<file path="config.mk">
export PLATFORM = sky130hd
export DESIGN_NAME = mac_pe_stw_multi
export DESIGN_NICKNAME = d
export VERILOG_FILES = /design/src/rtl/mac_pe_stw_multi.sv
export SDC_FILE = /design/constraint.sdc
export NUM_CORES = 1
export LEC_CHECK = 0
export CORE_MARGIN = 4
export CORE_UTILIZATION = 45
export DETAILED_ROUTE_END_ITERATION = 8
export GPL_TIMING_DRIVEN = 0
export PLACE_DENSITY = 0.69
export REMOVE_ABC_BUFFERS = 1
export SLEW_MARGIN = 10
export SYNTH_ARGS = -nofsm -noshare
export SYNTH_HDL_FRONTEND = slang
export SYNTH_SLANG_ARGS = --single-unit
export TNS_END_PERCENT = 5
</file>
<file path="constraint.sdc">
create_clock -name clk -period 13.1 [get_ports clk]
set_clock_uncertainty 0.05 [all_clocks]
set_input_delay 3.93 -clock clk [delete_from_list [all_inputs] [get_ports clk]]
set_output_delay 3.93 -clock clk [all_outputs]
set_load 0.02 [all_outputs]
</file>
<file path="src/rtl/mac_pe_stw_multi.sv">
// mac_pe_stw_multi: a systolic multiply-accumulate processing element with a built-in
// self-test window (STW).
//
// Normal operation: left_in/top_in are registered each cycle. The PE then computes
// sum = low(left_in_reg * op2) + add, with two's complement wrap-around. Here op2 is either
// the stationary operand or top_in_reg, and add is either top_in_reg or the accumulator.
// right_out forwards left_in_reg. bottom_out carries top_in_reg or the accumulator.
//
// Self-test: NUM_VEC vectors {op1, op2, add, expected} are held in a small buffer.
// stw_start runs every vector through the same multiplier/adder, one vector per cycle,
// and counts mismatches. The run ends in a one-cycle DONE state, where the results are
// published and pe_faulty is set if the count reaches FAIL_THRESH. While pe_faulty is set,
// the accumulator bypasses the arithmetic and loads top_in_reg.
//
// Ports: clk/rst (sync, active-high); stall, fsm_op2_select_in, fsm_out_select_in,
// stat_bit_in; left_in/top_in -> right_out/bottom_out; fault_inject[1:0]; stw_load_*
// vector write port; stw_start/stw_clear controls; stw_busy/stw_done/stw_pass/
// stw_fail_count/pe_faulty status.
module mac_pe_stw_multi #(
  parameter int WORD_SIZE   = 16,
  parameter int NUM_VEC     = 4,
  parameter int FAIL_THRESH = 1,
  localparam int IdxW = (NUM_VEC > 1) ? $clog2(NUM_VEC) : 1,
  localparam int CntW = $clog2(NUM_VEC + 1)
) (
  input  logic                 clk,
  input  logic                 rst,
  input  logic                 stall,
  input  logic                 fsm_op2_select_in,
  input  logic                 fsm_out_select_in,
  input  logic                 stat_bit_in,
  input  logic [WORD_SIZE-1:0] left_in,
  input  logic [WORD_SIZE-1:0] top_in,
  output logic [WORD_SIZE-1:0] right_out,
  output logic [WORD_SIZE-1:0] bottom_out,
  input  logic [1:0]           fault_inject,
  input  logic                 stw_load_en,
  input  logic [IdxW-1:0]      stw_load_idx,
  input  logic [WORD_SIZE-1:0] stw_mult_op1,
  input  logic [WORD_SIZE-1:0] stw_mult_op2,
  input  logic [WORD_SIZE-1:0] stw_add_op,
  input  logic [WORD_SIZE-1:0] stw_expected,
  input  logic                 stw_start,
  input  logic                 stw_clear,
  output logic                 stw_busy,
  output logic                 stw_done,
  output logic                 stw_pass,
  output logic [CntW-1:0]      stw_fail_count,
  output logic                 pe_faulty
);

  typedef enum logic [1:0] {StIdle, StRun, StDone} state_e;

  typedef struct packed {
    logic [WORD_SIZE-1:0] op1;
    logic [WORD_SIZE-1:0] op2;
    logic [WORD_SIZE-1:0] add;
    logic [WORD_SIZE-1:0] exp;
  } vec_t;

  localparam logic [IdxW-1:0] LastIdx = IdxW'(NUM_VEC - 1);

  state_e               state_q, state_d;
  logic [IdxW-1:0]      vec_idx_q, vec_idx_d;
  logic [CntW-1:0]      cnt_q, cnt_d, cnt_run;
  logic [CntW-1:0]      fail_count_q, fail_count_d;
  logic                 pass_q, pass_d;
  logic                 faulty_q, faulty_d;
  logic                 busy_q, busy_d;
  logic                 done_q, done_d;
  logic [WORD_SIZE-1:0] left_in_q, left_in_d;
  logic [WORD_SIZE-1:0] top_in_q, top_in_d;
  logic [WORD_SIZE-1:0] acc_q, acc_d;
  logic [WORD_SIZE-1:0] stationary_q, stationary_d;
  vec_t                 vec_q [NUM_VEC];
  vec_t                 vec_d [NUM_VEC];

  vec_t                 cur_vec;
  logic [WORD_SIZE-1:0] mult_op2, add_op, op_a, op_b, op_c, product, sum;
  logic                 in_idle, in_run, mismatch;

  assign in_idle = (state_q == StIdle);
  assign in_run  = (state_q == StRun);
  assign cur_vec = vec_q[vec_idx_q];

  // One shared multiplier/adder: self-test vectors borrow it during RUN.
  always_comb begin
    mult_op2 = stat_bit_in ? stationary_q : top_in_q;
    add_op   = stat_bit_in ? top_in_q : acc_q;
    if (in_run) begin
      op_a = cur_vec.op1;
      op_b = cur_vec.op2;
      op_c = cur_vec.add;
    end else begin
      op_a = left_in_q;
      op_b = mult_op2;
      op_c = add_op;
    end
    product = op_a * op_b;  // low WORD_SIZE bits are identical for signed and unsigned
    if (fault_inject[0]) begin
      product = {WORD_SIZE{fault_inject[1]}};
    end
    sum = product + op_c;
  end

  assign mismatch = in_run && (sum != cur_vec.exp);
  assign cnt_run  = cnt_q + CntW'(mismatch);

  // Datapath registers and vector buffer.
  always_comb begin
    left_in_d    = left_in_q;
    top_in_d     = top_in_q;
    acc_d        = acc_q;
    stationary_d = stationary_q;
    vec_d        = vec_q;
    if (in_idle && !stall) begin
      left_in_d = left_in;
      top_in_d  = top_in;
      acc_d     = faulty_q ? top_in_q : sum;
      if (fsm_op2_select_in) begin
        stationary_d = top_in;
      end
    end
    if (in_idle && stw_load_en && (int'(stw_load_idx) < NUM_VEC)) begin
      vec_d[stw_load_idx] = '{op1: stw_mult_op1, op2: stw_mult_op2,
                              add: stw_add_op, exp: stw_expected};
    end
  end

  // Self-test sequencing.
  always_comb begin
    state_d      = state_q;
    vec_idx_d    = vec_idx_q;
    cnt_d        = cnt_q;
    fail_count_d = fail_count_q;
    pass_d       = pass_q;
    faulty_d     = faulty_q;
    unique case (state_q)
      StIdle: begin
        // A clear arriving with a start still lets the run begin.
        if (stw_clear) begin
          faulty_d = 1'b0;
        end
        if (stw_start) begin
          state_d   = StRun;
          vec_idx_d = '0;
          cnt_d     = '0;
        end
      end
      StRun: begin
        cnt_d = cnt_run;
        if (vec_idx_q == LastIdx) begin
          state_d      = StDone;
          fail_count_d = cnt_run;
          pass_d       = (cnt_run == '0);
          if (int'(cnt_run) >= FAIL_THRESH) begin
            faulty_d = 1'b1;
          end
        end else begin
          vec_idx_d = vec_idx_q + IdxW'(1);
        end
      end
      StDone:  state_d = StIdle;
      default: state_d = StIdle;
    endcase
    busy_d = (state_d != StIdle);
    done_d = (state_d == StDone);
  end

  always_ff @(posedge clk) begin
    if (rst) begin
      state_q      <= StIdle;
      vec_idx_q    <= '0;
      cnt_q        <= '0;
      fail_count_q <= '0;
      pass_q       <= 1'b1;
      faulty_q     <= 1'b0;
      busy_q       <= 1'b0;
      done_q       <= 1'b0;
      left_in_q    <= '0;
      top_in_q     <= '0;
      acc_q        <= '0;
      stationary_q <= '0;
      for (int i = 0; i < NUM_VEC; i++) begin
        vec_q[i] <= '0;
      end
    end else begin
      state_q      <= state_d;
      vec_idx_q    <= vec_idx_d;
      cnt_q        <= cnt_d;
      fail_count_q <= fail_count_d;
      pass_q       <= pass_d;
      faulty_q     <= faulty_d;
      busy_q       <= busy_d;
      done_q       <= done_d;
      left_in_q    <= left_in_d;
      top_in_q     <= top_in_d;
      acc_q        <= acc_d;
      stationary_q <= stationary_d;
      vec_q        <= vec_d;
    end
  end

  assign right_out      = left_in_q;
  assign bottom_out     = fsm_out_select_in ? acc_q : top_in_q;
  assign stw_busy       = busy_q;
  assign stw_done       = done_q;
  assign stw_pass       = pass_q;
  assign stw_fail_count = fail_count_q;
  assign pe_faulty      = faulty_q;

endmodule

</file>
Word level (Yosys, flattened, before mapping)
Index checks and enable logic that the tools add are counted.
{"block": "totals", "register_bits": 334, "in_bits": 109, "out_inout_bits": 39, "word_cells": 87}
{"block": "op_classes", "add_sub_neg": 3, "n_mul": 1, "n_lt_le_gt_ge": 4, "eq_ne": 9, "mux": 26, "bitwise": 2, "n_reduce_logical": 14}
{"cell": "256-bit bitwise mux", "n": 1}
{"cell": "64-bit two-way mux", "n": 3}
{"cell": "64-bit binary-select mux with 2-bit select", "n": 1}
{"cell": "64-bit demux with 2-bit select", "n": 1}
{"cell": "16-bit two-way mux", "n": 8}
{"cell": "16-bit adder", "n": 1}
{"cell": "16-bit by 16-bit multiplier with 16-bit output", "n": 1}
{"cell": "16-bit inequality test", "n": 1}
{"cell": "2-bit two-way mux", "n": 4}
{"cell": "2-bit case mux with 2 select lines", "n": 2}
{"cell": "3-bit >= comparator (second input constant)", "n": 2}
{"cell": "2-bit inequality test (second input constant)", "n": 3}
{"cell": "2-bit inverter with 3-bit output", "n": 2}
{"cell": "3-bit case mux with 2 select lines", "n": 1}
{"cell": "2-bit AND reduction", "n": 3}
{"cell": "2-bit equality test (second input constant)", "n": 2}
{"cell": "1-bit logical AND", "n": 4}
{"cell": "2-bit by 1-bit inequality test with 1-bit output (second input constant)", "n": 2}
{"cell": "4-bit AND reduction", "n": 1}
{"cell": "2-bit nonzero test", "n": 2}
{"cell": "3-bit by 1-bit adder with 3-bit output", "n": 1}
{"cell": "3-bit by 1-bit >= comparator with 1-bit output (second input constant)", "n": 1}
{"cell": "3-bit zero test", "n": 1}
{"cell": "3-bit by 1-bit < comparator with 1-bit output (second input constant)", "n": 1}
{"cell": "other kinds (8)", "n": 10}

Logic depth before layout (Yosys ltp)
{"block": "logic_depth", "depth_word": 15, "ltp_mapped": 44, "mapped_depth_nobuf": 39}

Worst setup path before layout
No wires, ideal clock.
{"block": "synth_path", "path_type": "input to register", "from": "input stat_bit_in", "to": "register pass_q (netlist: stw_pass)", "setup_time_ps": 120, "t_arrival_ps": 11695, "required_time_ps": 12930, "path_slack_ps": 1236, "path_stages": 33, "path_buffers": 3, "path_cell_list": "clkbuf_1 buf_2 mux2_2 mux2_2 clkbuf_1 nand2_1 fa_1 fa_1 fa_1 fa_1 fa_1 fa_1 inv_1 ha_1 nand3_1 a21oi_1 nor3_1 xor2_1 o21ai_0 ha_1 xnor2_1 a2111oi_0 o311ai_0 nor4_1 nand4_1 a311oi_1 a41oi_1 ha_1 ha_1 xnor2_1 nand2_1 nor2_1 a211o_1"}
{"block": "synth_between", "elab_chain_len": 9, "elab_cells_between_ends": 11, "classes_between": "add/sub (2); mul (1); eq/ne (1); mux (5); reduce/logical (2)"}
{"element": "start: declaration", "line": "31", "source": "input logic stat_bit_in,"}
{"element": "16-bit two-way mux", "line": "88", "source": "mult_op2 = stat_bit_in ? stationary_q : top_in_q;"}
{"element": "16-bit two-way mux", "line": "90", "source": "if (in_run) begin"}
{"element": "16-bit by 16-bit multiplier with 16-bit output", "line": "99", "source": "product = op_a * op_b;"}
{"element": "16-bit two-way mux", "line": "100", "source": "if (fault_inject[0]) begin"}
{"element": "16-bit adder (*)", "line": "103", "source": "sum = product + op_c;"}
{"element": "16-bit inequality test (*)", "line": "106", "source": "assign mismatch = in_run && (sum != cur_vec.exp);"}
{"element": "1-bit logical AND (*)", "line": "106"}
{"element": "3-bit by 1-bit adder with 3-bit output (*)", "line": "107", "source": "assign cnt_run = cnt_q + CntW'(mismatch);"}
{"element": "3-bit zero test (*)", "line": "155", "source": "pass_d = (cnt_run == '0);"}
{"element": "end signal: assignment", "line": "192", "source": "pass_q <= pass_d;"}
{"element": "end: declaration", "line": "67", "source": "logic pass_q, pass_d;"}
Mark *: on every way between the ends. The rest lies on a longest branch, timed or not.
A chain may end at the register's enable or synchronous reset.

Worst setup path after layout
{"block": "layout_path", "from": "input stat_bit_in", "to": "register faulty_q (netlist: pe_faulty)"}
{"block": "layout_between", "elab_chain_len": 11, "elab_cells_between_ends": 13, "classes_between": "add/sub (2); mul (1); order compare (1); eq/ne (2); mux (5); reduce/logical (2)"}
{"element": "16-bit two-way mux", "line": "88"}
{"element": "16-bit two-way mux", "line": "90"}
{"element": "16-bit by 16-bit multiplier with 16-bit output", "line": "99"}
{"element": "16-bit two-way mux", "line": "100"}
{"element": "16-bit adder (*)", "line": "103"}
{"element": "16-bit inequality test (*)", "line": "106"}
{"element": "1-bit logical AND (*)", "line": "106"}
{"element": "3-bit by 1-bit adder with 3-bit output (*)", "line": "107"}
{"element": "3-bit by 1-bit >= comparator with 1-bit output (*)", "line": "156", "source": "if (int'(cnt_run) >= FAIL_THRESH) begin"}
{"element": "2-bit by 1-bit inequality test with 1-bit output (no line) (*)"}
{"element": "4-bit AND reduction (no line) (*)"}
{"element": "end signal: assignment", "line": "193", "source": "faulty_q <= faulty_d;"}
{"element": "end: declaration", "line": "68", "source": "logic faulty_q, faulty_d;"}
Marked as above.

==> flow_metrics.tcl <==
set metrics [dict create \
    cp.required_ps 13460 \
    gr-total-overflow 0 \
    die_y_um 214 \
    fmax_ghz 0.0771 \
    synth_warnings 0 \
    synthAdderAreaFrac_pct 12.9 \
    drc 0 \
    synth_top_family_by_area "simple AND/OR/NAND/NOR gates" \
    cts_buffer_depth 3 \
    grt_use_total_pct 24.7 \
    cp-end-kind "flip-flop" \
    synth_top_area_share_pct 35.2 \
    core_area_um2 41900 \
    final_layout_size_suffix_gt1_share_pct 9.51 \
    wl_met3_um 3850 \
    cts.clk_slew.worst_paths_ps 60 \
    cts_setup_buffers 0 \
    power.leakage_nw 8.30 \
    htree_levels 2 \
    drt_iter0_drc 1292 \
    cts.sinks 334 \
    fp-row-count 75 \
    cp.arrival_ps 13330 \
    synth.area.mux_share_pct 11.8 \
    wl_met1_um 22900 \
    min_period_over_period_pct 99.0 \
    cp_max_fo 24 \
    cpPeakStageDelay_ps 590 \
    dieArea_um2 45600 \
    portBuffers 147 \
    grt_pass1_vias 16200 \
    yosysUniqueCellTypes 60 \
    yosys-top-cells-area "dfxtp_1 (35%), nand2_1 (15%), a21oi_1 (8.9%)" \
    routed_via_density 5.54 \
    outcome "complete, no violations" \
    synthXorXnorAreaFrac_pct 3.31 \
    synth_compound_area_share_pct 12.6 \
    tns_ps 0 \
    yosysSeqAreaShare_pct 35.2 \
    cts_hold_buf 0 \
    ys_ff_latch 334 \
    cp-start-kind "primary input" \
    cts_inserted_buffers 39 \
    hold_viol 0 \
    dp_hpwl_um 39900 \
    setup_viol 0 \
    gp_congestion 0.911 \
    yosys.area_share.simple_pct 18.6 \
    highest_layer "met4" \
    tightest_slew_ps 1180 \
    clock-root-buffer "clkbuf_16" \
    final.min_clock_period_ps 12970 \
    drt_pre_antenna_iters 6 \
    drtAntennaViolNets 0 \
    syn_avg_cell_area_um2 8.25 \
    design_area_um2 22500 \
    cts_tree "yes" \
    area_delta_synth_final_pct 18.3 \
    grt_pass1_wl_um 88300 \
    async_flop_share_pct 0 \
    ioPinCount 148 \
    max-slew-margin-rel_pct 18.9 \
    fp.dieW_um 214 \
    hold_path_class "flip-flop to flip-flop" \
    synthFlopType "dfxtp_1" \
    postSynthCellCount 2306 \
    clkLatencyLatePin_ps 560 \
    nets 2637 \
    ys_top_cells_by_count "nand2_1 (740), a21oi_1 (340), dfxtp_1 (334), clkbuf_1 (124), inv_1 (122)" \
    cp_common_cell "fa_1" \
    syn-cell-area_um2 19000 \
    slew_viol_final 0 \
    peakVddDrop_mv 0.0890 \
    grt_max_degree 122 \
    antenna_found_initial 1 \
    finalWirelength_um 56100 \
    vias 16300 \
    dr_wl_met2_um 27400 \
    maxCapViolCount 0 \
    finalPower_w 0.00260 \
    fillers 3855 \
    synth_enable_flop_cells 0 \
    placed_cell_area_um2 21100 \
    critPathKind "primary input to flip-flop" \
    synth_area_leader_cell "dfxtp_1" \
    start_util_pct 45.4 \
    synth_most_common_cell "nand2_1" \
    wire_per_inst_um 19.0 \
    p_per_area_nw_per_um2 115 \
    cp_slowest_cell "fa_1" \
]
[critical path, delay by kind of cell]
kind            cells  cell delay [ps]
simple gates        6             1050
mux                 2              720
compound gates      8             1810
fa+ha+maj          10             4300
xor+xnor            3              710
buf+inv             5              750
[final timing paths]
| kind | cells past startpoint | from | slack [ps] | endpoint |
|---|---|---|---|---|
| max | 34 | stat_bit_in | 130 | pe_faulty |
| min | 2 | stationary_q[1] | 400 | stationary_q[1] |
| max reg2reg | 32 | vec_idx_q[1] | 2480 | pe_faulty |
| min reg2reg | 2 | stationary_q[1] | 400 | stationary_q[1] |
[logic make-up (layout without fill, tap and decap cells)]
group / after synthesis / count (layout)
AOI/OAI and AO/OA: 447 / 447
xor gates and xnor gates: 67 / 67
adders and majority gates: 148 / 148
buffers and inverters: 269 / 372
DFF: 334 / 334
muxes: 138 / 138
other: 0 / 1
and+or+nand+nor: 903 / 903
[sequential cells by signal, summed over array words and instances (netlist names)]
signal and cells:
acc_q 16, cnt_q 3, pe_faulty 1, right_out 16, state_q 2, stationary_q 16
stw_busy 1, stw_done 1, stw_fail_count 3, stw_pass 1, top_in_q 16, vec_idx_q 2
vec_q 256
[where the power goes]
part	internal [W]	total, W	leakage [nW]	switching [W]
logic	0.000163	0.000391	4.92	0.000229
clock network	0.000689	0.00113	0.662	0.000438
registers	0.00105	0.00108	2.71	0.0000280
[repair_timing]
action                                 CTS  global route
setup endpoints to repair                0             8
endpoints found under the hold margin    0             0
gates resized for setup                  0             7
[layer usage]
layer,track usage (%),up-vias
met1,32.1,7868
met4,9.18,0
met3,3.67,103
met2,41.9,601
li1,-,7752
met5,0,-
[per-stage QoR]
step           cells  utilization [%]  hold WS [ps]  setup WS (ps)
2_1_floorplan   2160                -           375           1660
3_3_place_gp    2846             49.1           388          -2500
3_5_place_dp    2878             50.5           393           -518
4_1_cts         2948             53.7           401           25.4
5_1_grt         2949             53.8           415          -85.7
6_report        2949             53.8           401            130
[cell type report]
type	instances	area (µm²)	area share [%]
tap	539	674	3.00
sequential	334	6690	29.7
clock inverter	13	164	0.728
multi-input combinational	1703	11300	50.4
inverter	123	462	2.05
clock buffer	57	1190	5.27
timing repair buffer	179	1980	8.79
antenna	1	2.50	0.0111
[cells in the final DEF, fill, tap and decap left out, drive strengths merged, types with 9 or more instances in the layout]
master,instances
mux2,36
nand3,9
fa,81
dfxtp,334
clkdlybuf4s50,145
inv,124
nand2,740
and2,10
o211ai,10
xnor2,51
clkbuf,58
buf,33
o21ai,57
mux4,64
a21oi,342
nor3,11
nand2b,12
mux2i,38
ha,67
nor2,98
xor2,14
(Power assumes the default switching activity.)
